$ cat src/rtl/load_store_unit.sv
// Load/store unit: turns CPU byte/half/word requests into word-only memory
// accesses, using a read-modify-write sequence for sub-word stores.
module load_store_unit #(
    parameter bit BIG_ENDIAN = 1'b1
) (
    input  logic        clock,
    input  logic        reset,
    input  logic        cpu_valid_in,
    input  logic [31:0] cpu_addr_in,
    input  logic [31:0] cpu_wdata_in,
    input  logic        cpu_re_in,
    input  logic        cpu_we_in,
    input  logic [1:0]  cpu_size_in,
    input  logic        cpu_signed_in,
    output logic        cpu_ready_out,
    output logic        cpu_done_out,
    output logic        cpu_fault_out,
    output logic [31:0] cpu_rdata_out,
    output logic [31:0] mem_addr_out,
    output logic [31:0] mem_wdata_out,
    output logic        mem_re_out,
    output logic        mem_we_out,
    output logic [1:0]  mem_size_out,
    input  logic [31:0] mem_rdata_in
);

    typedef enum logic [2:0] {
        IDLE,
        LOAD,
        ST_WR,
        RMW_RD,
        RMW_WR,
        DONE
    } state_t;

    localparam logic [1:0] SZ_BYTE = 2'b00;
    localparam logic [1:0] SZ_HALF = 2'b01;
    localparam logic [1:0] SZ_WORD = 2'b11;

    state_t      state;
    state_t      state_nx;

    logic [1:0]  off_q;
    logic [15:0] wdata_q;
    logic [1:0]  size_q;
    logic        signed_q;
    logic        fault_q;
    logic [31:0] rdata_q;
    logic [31:0] mem_addr_q;
    logic [31:0] mem_wdata_q;

    logic        accept;
    logic        req_fault;
    logic        req_noop;
    logic [4:0]  sh;
    logic [31:0] lane_raw;
    logic [31:0] load_ext;
    logic [31:0] lane_mask;
    logic [31:0] lane_ins;
    logic [31:0] merged;

    // Bit position of the addressed byte/halfword within the memory word.
    function automatic logic [4:0] lane_shift(input logic [1:0] off, input logic [1:0] sz);
        logic [4:0] s;
        s = '0;
        if (sz == SZ_BYTE) begin
            s = BIG_ENDIAN ? {~off, 3'b000} : {off, 3'b000};
        end else if (sz == SZ_HALF) begin
            s = BIG_ENDIAN ? {~off[1], 4'b0000} : {off[1], 4'b0000};
        end
        return s;
    endfunction

    assign accept    = (state == IDLE) && cpu_valid_in;
    assign req_noop  = !cpu_re_in && !cpu_we_in;
    assign req_fault = (cpu_size_in == 2'b10)
                    || ((cpu_size_in == SZ_HALF) && cpu_addr_in[0])
                    || ((cpu_size_in == SZ_WORD) && (cpu_addr_in[1:0] != 2'b00))
                    || (cpu_re_in && cpu_we_in);

    assign sh       = lane_shift(off_q, size_q);
    assign lane_raw = mem_rdata_in >> sh;

    always_comb begin
        load_ext = mem_rdata_in;
        if (size_q == SZ_BYTE) begin
            load_ext = signed_q ? {{24{lane_raw[7]}}, lane_raw[7:0]} : {24'h0, lane_raw[7:0]};
        end else if (size_q == SZ_HALF) begin
            load_ext = signed_q ? {{16{lane_raw[15]}}, lane_raw[15:0]} : {16'h0, lane_raw[15:0]};
        end
    end

    always_comb begin
        lane_mask = '0;
        lane_ins  = '0;
        if (size_q == SZ_BYTE) begin
            lane_mask = 32'h0000_00FF << sh;
            lane_ins  = {24'h0, wdata_q[7:0]} << sh;
        end else begin
            lane_mask = 32'h0000_FFFF << sh;
            lane_ins  = {16'h0, wdata_q} << sh;
        end
        merged = (mem_rdata_in & ~lane_mask) | lane_ins;
    end

    always_comb begin
        state_nx = state;
        case (state)
            IDLE: begin
                if (cpu_valid_in) begin
                    if (req_fault || req_noop)     state_nx = DONE;
                    else if (cpu_re_in)            state_nx = LOAD;
                    else if (cpu_size_in == SZ_WORD) state_nx = ST_WR;
                    else                           state_nx = RMW_RD;
                end
            end
            LOAD:    state_nx = DONE;
            ST_WR:   state_nx = DONE;
            RMW_RD:  state_nx = RMW_WR;
            RMW_WR:  state_nx = DONE;
            DONE:    state_nx = IDLE;
            default: state_nx = IDLE;
        endcase
    end

    always_ff @(posedge clock or negedge reset) begin
        if (!reset) begin
            state       <= IDLE;
            off_q       <= '0;
            wdata_q     <= '0;
            size_q      <= '0;
            signed_q    <= 1'b0;
            fault_q     <= 1'b0;
            rdata_q     <= '0;
            mem_addr_q  <= '0;
            mem_wdata_q <= '0;
        end else begin
            state <= state_nx;
            if (accept) begin
                off_q    <= cpu_addr_in[1:0];
                wdata_q  <= cpu_wdata_in[15:0];
                size_q   <= cpu_size_in;
                signed_q <= cpu_signed_in;
                fault_q  <= req_fault;
                // Memory-side registers only move for requests that really access memory.
                if (!req_fault && !req_noop) begin
                    mem_addr_q <= {cpu_addr_in[31:2], 2'b00};
                    if (cpu_we_in && (cpu_size_in == SZ_WORD)) begin
                        mem_wdata_q <= cpu_wdata_in;
                    end
                end
            end
            if (state == LOAD) begin
                rdata_q <= load_ext;
            end
            if (state == RMW_RD) begin
                mem_wdata_q <= merged;
            end
        end
    end

    assign cpu_ready_out = (state == IDLE);
    assign cpu_done_out  = (state == DONE);
    assign cpu_fault_out = (state == DONE) && fault_q;
    assign cpu_rdata_out = rdata_q;
    assign mem_addr_out  = mem_addr_q;
    assign mem_wdata_out = mem_wdata_q;
    assign mem_re_out    = (state == LOAD) || (state == RMW_RD);
    assign mem_we_out    = (state == ST_WR) || (state == RMW_WR);
    assign mem_size_out  = SZ_WORD;

endmodule

$ cat config.mk
export PLATFORM = sky130hd
export DESIGN_NAME = load_store_unit
export DESIGN_NICKNAME = d
export VERILOG_FILES = /design/src/rtl/load_store_unit.sv
export SDC_FILE = /design/constraint.sdc
export NUM_CORES = 1
export LEC_CHECK = 0
export CAP_MARGIN = 0
export CORE_UTILIZATION = 41
export DETAILED_ROUTE_END_ITERATION = 8
export PLACE_DENSITY = 0.83
export SYNTH_ARGS = -nofsm -noshare
export SYNTH_HDL_FRONTEND = slang
export SYNTH_SLANG_ARGS = --single-unit
$ cat constraint.sdc
create_clock -name clock -period 1.9 [get_ports clock]
set_clock_uncertainty 0.1 [all_clocks]
set_input_delay 0.19 -clock clock [delete_from_list [all_inputs] [get_ports clock]]
set_output_delay 0.19 -clock clock [all_outputs]
set_load 0.02 [all_outputs]
# == Yosys cells after proc, flatten, opt, wreduce, memory -nomap -nowiden ==
# Cells that the tools add are included.
# totals
wordCells,73
output_inout_bits,103
reg_bits,119
inputBits,104
# classes
n_mux,17
eq_ne,10
n_reduce_logical,27
n_shift,5
bitwise,5
# op_table
operator,count
$mux 32,10
$and 32x32->32,1
$not 32->32,1
$or 32x32->32,1
$shl 16x5->32,1
$shl 16x5->32 const A,1
$shl 8x5->32,1
$shl 8x5->32 const A,1
$shr 32x5->16,1
$mux 5,2
$pmux 3 s3,1
$logic_and 1x1->1,8
$reduce_bool 2->1,4
$eq 3x2->1 const B,2
$eq 3x3->1 const B,2
$logic_or 1x1->1,6
$mux 3,2
$eq 2x1->1 const B,2
$eq 2x2->1 const B,2
$logic_not 1->1,4
$eq 3x1->1 const B,1
$logic_not 3->1,1
$reduce_and 3->1,1
$reduce_or 3->1,1
other kinds (7),7

# == Logic depth before layout (Yosys ltp) ==
# Gate-level depths: netlist of run 1.
# logic_depth
depth_word,10
ltp_mapped,7
mapped_depth_nobuf,4

# == Worst setup path after synthesis of run 1 ==
# No wires, ideal clock.
# synth_path
path_kind,register to register
from,reg state[1]
to,reg fault_q
t_required_ns,1.664
arrival_time_ns,1.701
synth_period_minus_slack_ns,1.936
stages_incl_launch_ff,7
setup_time_ns,0.136
path_slack_ns,-0.036
path_buffers,2
cell_sequence,dfrtp_1 > clkbuf_1 > nor3_1 > nand2_1 > clkbuf_1 > nand2_1 > o21ai_0
# synth_via
elab_chain_len,2
# synth_lines
element,line_no,source
"start, declared",40,state_t state;
"start signal, assigned",138,state <= state_nx;
$logic_not 3->1,-,
net cpu_ready_out,15,"output logic cpu_ready_out,"
$logic_and 1x1->1,74,assign accept = (state == IDLE) && cpu_valid_in;
"end signal, assigned",144,fault_q <= req_fault;
"end, declared",47,logic fault_q;
# The timed path passes the listed nets, and every way through them passes these cells.
# A chain may end at the register's enable or synchronous reset.

# == Worst setup path after layout of run 1 ==
# layout_path
from,reg off_q[0]
to,reg mem_wdata_q[11] (netlist: mem_wdata_out[11])
# layout_via
elab_chain_len,8
word_cells_on_any_way,12
cone_classes,shift: 4; mux: 4; bitwise: 4
# layout_lines
element,line_no,source
"start, declared",43,logic [1:0] off_q;
"start signal, assigned",140,off_q <= cpu_addr_in[1:0];
$not 2->2 *,67,"s = BIG_ENDIAN ? {~off, 3'b000} : {off, 3'b000};"
$mux 5 *,66,if (sz == SZ_BYTE) begin
$shl 16x5->32 or $shl 8x5->32 (tied branches),"100, 97",
$mux 32,96,if (size_q == SZ_BYTE) begin
$not 32->32,103,merged = (mem_rdata_in & ~lane_mask) | lane_ins;
$and 32x32->32,103,
$or 32x32->32 *,103,
$mux 32 *,156,if (state == RMW_RD) begin
"end signal, assigned",149,mem_wdata_q <= cpu_wdata_in;
"end signal, assigned",157,mem_wdata_q <= merged;
"end, declared",50,logic [31:0] mem_wdata_q;
# Every way passes the cells marked *; elsewhere a longest branch is shown, timed or not.

==> metrics, run 1 <==
result of the run=finished clean; cell with the most instances after synthesis=sky130_fd_sc_hd__dfrtp_1; maximum clock frequency=530 MHz; number of buffer cells added on primary ports=202; crit path max fanout=8; Post-Syn Area=0.00585 mm²; drt total wl=~21000 µm; Final Cycle Share=99.3%; HPWL after DPL=15100 µm; Final min period=1.89 ns; Finished Core Util=67.3%; top area cells in the synthesized netlist=sky130_fd_sc_hd__dfrtp_1 (51%), sky130_fd_sc_hd__mux2_2 (6.4%), sky130_fd_sc_hd__nand2_1 (4.6%), sky130_fd_sc_hd__a21oi_1 (3.6%), sky130_fd_sc_hd__o21ai_0 (3.2%); number of max-cap violations=0; master cell of the clock root buffer=sky130_fd_sc_hd__clkbuf_16; synth cell count leaders=sky130_fd_sc_hd__dfrtp_1 (119), sky130_fd_sc_hd__nand2_1 (71), sky130_fd_sc_hd__a21oi_1 (42); largest net degree at the start of global routing=45; fraction of power consumed by sequential logic=28.7%; unrepaired setup endpoints after global routing=true; number of slew-limit violations in the final report=0; CTS sink cnt=roughly 120; proportion of netlist area held by the largest area contributor=50.9%; Hold Worst Slack=0.121 ns; first-pass detailed-route iteration total=6; required time at the worst-slack endpoint=2.16 ns; CTS tree=built; via count of the first global-routing pass=5884; cell internal power dissipation=9860 µW; total cell area at the placement stage=0.00850 mm²; later-pin clock latency in the skew report=0.42 ns; class of the worst hold path=in -> async; type of the setup path with the least slack=reg -> reg; aggregate global-route resource usage=28.5%; # DRC=0; DIE AREA=0.0148 mm²; initial DRC count=roughly 590; Gate power share=51.3%; final setup violation count=0; starting utilization of the core area=42.1%; average cell area after synthesis=10.4 µm²; number of antenna violations at the first check in global routing=0; clock transition at the registers of the reported paths=0.06 ns; Sequential cell area=0.00299 mm²; type of element launching the critical path=flop; Site Rows=43; number of warnings issued by yosys=0; synthesized netlist cell count=565; CORE AREA=0.0139 mm²; H-tree depth=4; wire length of the first global-routing pass=31400 µm; average wire per cell in the routed design=20.5 µm; count of boundary I/O pins=207; number of hold violations in the final report=0; power density cells=roughly 1700 mW/mm²; flip-flop cell with the highest count after synthesis=sky130_fd_sc_hd__dfrtp_1; number of vias after detailed routing=5744; part of the power in the clock network=20.1%; total overflow reported by the global router=0; flops & latches, synth=119; Pleak=0.00397 µW; per-cell via count in the routed design=~5.7; area taken by multi-input logic gates=between 0.002 and 0.003 mm²; area delta synth->final=59.7%; summed area of non-filler cells in the final layout=0.00934 mm²; number of antenna repair diodes=0; FFs w/ async S/R, synth=100%; final weighted congestion in routability-driven placement=0.920; Peak supply drop=1.00 mV; Sum Neg Setup Slack=0 ns; capturing element type of the critical path=flop; ratio of cells with drive above 1 in the final layout=24.0%; Post-synth EDFFs=0; Die X-Extent=121 µm; number of nets at the end of the flow=915; number of filler cells placed in the layout=1023; residual antenna-violating net count after detailed routing=0; area leader, netlist=sky130_fd_sc_hd__dfrtp_1; total clock buffers created by CTS=17; Psw=6320 µW; vertical die dimension=121 µm; clk buf depth=2; fraction of power spent switching nets=39.1%; worst path arrival time=roughly 2.1 ns; register area share after synthesis=around half; post-synthesis cell type count=47
## state kept, by name (all words and copies together) (netlist names)
register / cells
state: 3
fault_q: 1
off_q: 2
mem_addr_out: 30
mem_wdata_out: 32
size_q: 2
wdata_q: 16
signed_q: 1
cpu_rdata_out: 32
## stage by stage
stage	instances	worst slack [ns]	total power, µW
2_1_floorplan	567	0.0148	8660
3_3_place_gp	962	-0.162	12100
3_5_place_dp	962	-0.247	12300
4_1_cts	997	0.00108	15700
5_1_grt	1004	-0.0577	17000
6_report	1004	0.0127	16200
## worst paths after layout
check	from	to	slack, ns	cells past startpoint
hold reg to reg	wdata_q[9]	wdata_q[9]	0.38	2
hold / removal	reset	cpu_rdata_out[23]	0.12	2
setup reg to reg	off_q[0]	mem_wdata_out[11]	0.01	5
max in group asynchronous	reset	wdata_q[15]	1.00	3
min in group clock	cpu_signed_in	signed_q	0.22	3
setup / recovery	off_q[0]	mem_wdata_out[11]	0.01	5
## cell families (layout without fill, tap and decap cells)
| family | after synthesis | in the layout | share of synthesized area, % |
|---|---|---|---|
| buf+inv | 60 | 317 | 4.64 |
| xor+xnor | 2 | 2 | 0.299 |
| flops | 119 | 119 | 50.9 |
| other cells | 2 | 4 | 0.128 |
| compound gates | 194 | 194 | 23.6 |
| mux | 51 | 51 | 9.45 |
| simple gates | 137 | 137 | 11.0 |
## power groups by stage
stage | Sequential, µW | Clock, µW | Combinational, µW
2_1_floorplan | 5520 | 0 | 3130
3_3_place_gp | 4540 | 0 | 7550
3_5_place_dp | 4600 | 0 | 7730
4_1_cts | 4610 | 3280 | 7840
5_1_grt | 4750 | 3400 | 8860
6_report | 4640 | 3250 | 8300
## routing by layer
layer / part of all wire, % / wire length, µm / GRT usage (%) / vias to the layer above
met1: 39 / 8040 / 34.9 / 2780
met2: 48 / 9830 / 45.4 / 328
met3: 10 / 2090 / 9.16 / 46
li1: - / - / - / 2590
met5: 0 / 0 / 0 / -
met4: 3.1 / 641 / 13.4 / 0
## critical path, cell delays in order, from the launching register on
cell and delay (ns):
sky130_fd_sc_hd__dfrtp_2 0.47, sky130_fd_sc_hd__buf_4 0.18, sky130_fd_sc_hd__or4b_1 0.58, sky130_fd_sc_hd__a21oi_1 0.17
sky130_fd_sc_hd__a211o_1 0.14, sky130_fd_sc_hd__o221a_2 0.18
## layout by cell type (no fill, tap or decap), drive strengths merged, types with 5 or more instances in the layout
cell type,instances
mux2i,17
clkbuf,20
nand2,71
mux2,34
inv,6
buf,75
a21oi,42
nor2,31
dfrtp,119
a211o,13
a41oi,5
nand2b,7
o221a,15
a22o,9
or4b,6
o21ai,38
a22oi,8
a221oi,11
clkinv,9
o221ai,9
clkdlybuf4s50,196
a31oi,20
o211ai,10
## timing repair
item | in CTS | in global routing
gates cloned | 0 | 1
hold buffers | 1 | 0
resized for setup | 18 | 38
endpoints found under the setup margin | 38 | 48
pin swaps | 0 | 6
setup buffers | 2 | 6
hold endpoints to repair | 119 | 0
## cell type report
type,count,share of cell area (%)
flip-flops and latches,119,32.0
repair buffers,279,29.4
clock buffers,18,4.70
multi-input cells,388,29.6
well taps,180,2.41
inverters,6,0.241
clock inverters,14,1.69
Power figures use the tool's default switching activity.
==> run 2: changes to the inputs <==
--- a/config.mk
+++ b/config.mk
@@ -9,6 +9,7 @@
 export CORE_UTILIZATION = 41
 export DETAILED_ROUTE_END_ITERATION = 8
 export PLACE_DENSITY = 0.83
+export SETUP_SLACK_MARGIN = 0.5
 export SYNTH_ARGS = -nofsm -noshare
 export SYNTH_HDL_FRONTEND = slang
 export SYNTH_SLANG_ARGS = --single-unit
==> run 2 against run 1 <==
Die area did not move. The flow now finishes with violations (negative setup slack). Worst setup slack got worse by 0.018 ns. Largest cell class is now multi-input gates. Sequential share of layout area fell by 3.3 points. Critical path type unchanged.
==> metrics, run 2 (same netlist as run 1, synthesis figures left out) <==
largest net degree at the start of global routing=64; total clock buffers created by CTS=17; number of vias after detailed routing=6360; reg-to-reg endpoint=cpu_rdata_out[1]; H-tree depth=4; number of slew-limit violations in the final report=0; ratio of cells with drive above 1 in the final layout=49.3%; vertical die dimension=121 µm; depth of the worst register-to-register path=5; CORE AREA=0.0139 mm²; number of buffer cells added on primary ports=202; required time at the worst-slack endpoint=approximately 2.1 ns; commonest non-fill, non-tap cell in the layout=sky130_fd_sc_hd__dfrtp_1; Final min period=1.91 ns; Critical Path Sink=cpu_rdata_out[1]; final weighted congestion in routability-driven placement=between 0.8 and 0.9; startpoint of the worst-slack reg-to-reg timing path=off_q[0]; number of antenna repair diodes=0; power density cells=1750 mW/mm²; launching element of the worst setup path=off_q[0]; clk buf depth=2; number of max-cap violations=0; # DRC=0; number of nets at the end of the flow=935; count of boundary I/O pins=between 200 and 250; area delta synth->final=77.8%; later-pin clock latency in the skew report=between 0.4 and 0.5 ns; failing checks=negative setup slack; HPWL after DPL=approximately 15000 µm; master cell of the clock root buffer=sky130_fd_sc_hd__clkbuf_16; result of the run=finished with violations; Sum Neg Setup Slack=-0.00573 ns; CTS tree=built; CTS sink cnt=119; DIE AREA=~0.015 mm²; via count of the first global-routing pass=6146; drt total wl=24900 µm; wire length of the first global-routing pass=34200 µm; number of hold violations in the final report=0; starting utilization of the core area=42.1%; initial DRC count=648; per-cell via count in the routed design=6.21; class of the worst hold path=in -> async; worst path arrival time=2.10 ns; average wire per cell in the routed design=24.3 µm; total overflow reported by the global router=0; first-pass detailed-route iteration total=9; setup slack on the worst flop-to-flop path=-0.006 ns; residual antenna-violating net count after detailed routing=0; unrepaired setup endpoints after global routing=true; type of the setup path with the least slack=reg -> reg; crit path max fanout=6; Final Cycle Share=100%; Pleak=between 0.004 and 0.005 µW; Die X-Extent=121 µm; Finished Core Util=between 70% and 80%; final worst-path setup slack=-0.00573 ns; capturing element type of the critical path=flop; Site Rows=43; final setup violation count=1; Peak supply drop=about 0.81 mV; most frequent cells in the layout=sky130_fd_sc_hd__dfrtp_1 (115), sky130_fd_sc_hd__clkdlybuf4s50_1 (101), sky130_fd_sc_hd__clkbuf_2 (53); aggregate global-route resource usage=31.2%; maximum clock frequency=between 500 and 600 MHz; number of antenna violations at the first check in global routing=0; clock transition at the registers of the reported paths=0.05 ns; type of element launching the critical path=flop
run 2: what timing repair did:
action / CTS / global route
hold buffers: 1 / 0
pin swaps: 67 / 38
endpoints found under the hold margin: 119 / 0
gates cloned: 8 / 3
gates resized for setup: 376 / 168
setup endpoints to repair: 218 / 189
setup buffers: 22 / 9
run 2: area by class of cell:
| type | instances | area, µm² |
|---|---|---|
| multi-input cells | 391 | 3660 |
| inverters | 6 | 22.5 |
| clock buffers | 24 | 492 |
| well taps | 180 | 225 |
| clock inverters | 8 | 119 |
| fillers | 838 | 3480 |
| repair buffers | 296 | 2900 |
| flip-flops and latches | 119 | 2980 |
run 2: worst min-delay path by stage:
stage / startpoint / end / slack [ns] / cells after the start
after floorplan: reset / cpu_rdata_out[0] / -0.21 / 0
after global placement: reset / cpu_rdata_out[31] / -0.07 / 1
after detailed placement: reset / cpu_rdata_out[31] / -0.07 / 1
after CTS: reset / cpu_rdata_out[31] / 0.06 / 2
after global routing: reset / cpu_rdata_out[31] / 0.06 / 2
final: reset / cpu_rdata_out[31] / 0.05 / 2
run 2: layer usage:
layer	up-vias	part of all wire (%)	track usage, %
li1	2648	-	-
met1	3136	37	38.0
met2	479	48	51.1
met3	97	9.8	8.74
met4	0	5.0	14.1
met5	-	0	0
run 2: where the power goes:
part	internal (µW)	leakage, µW	switching, µW	total [µW]
clock	2190	0.000304	1150	3340
combinational	4630	0.00268	5350	9980
sequential	3740	0.00147	1090	4830
run 2: critical path: stages, from the launching register on:
cell and delay (ns):
sky130_fd_sc_hd__dfrtp_2 0.44, sky130_fd_sc_hd__nor3_2 0.24, sky130_fd_sc_hd__buf_6 0.18, sky130_fd_sc_hd__mux2_4 0.31, sky130_fd_sc_hd__a222oi_1 0.40, sky130_fd_sc_hd__o21ai_1 0.10
run 2: stage by stage:
stage / cells / hold slack (ns) / total power, µW / cell area (µm²) / setup WS [ns]
global route: 1024 / 0.0568 / 18900 / 10400 / -0.0344
finish: 1024 / 0.0497 / 18100 / 10400 / -0.00573
detailed placement: 949 / -0.0710 / 12700 / 8590 / -0.190
global placement: 949 / -0.0714 / 12500 / 8590 / -0.116
floorplan: 567 / -0.206 / 9240 / 6180 / 0.0957
CTS: 1012 / 0.0564 / 17000 / 10100 / 0.0583
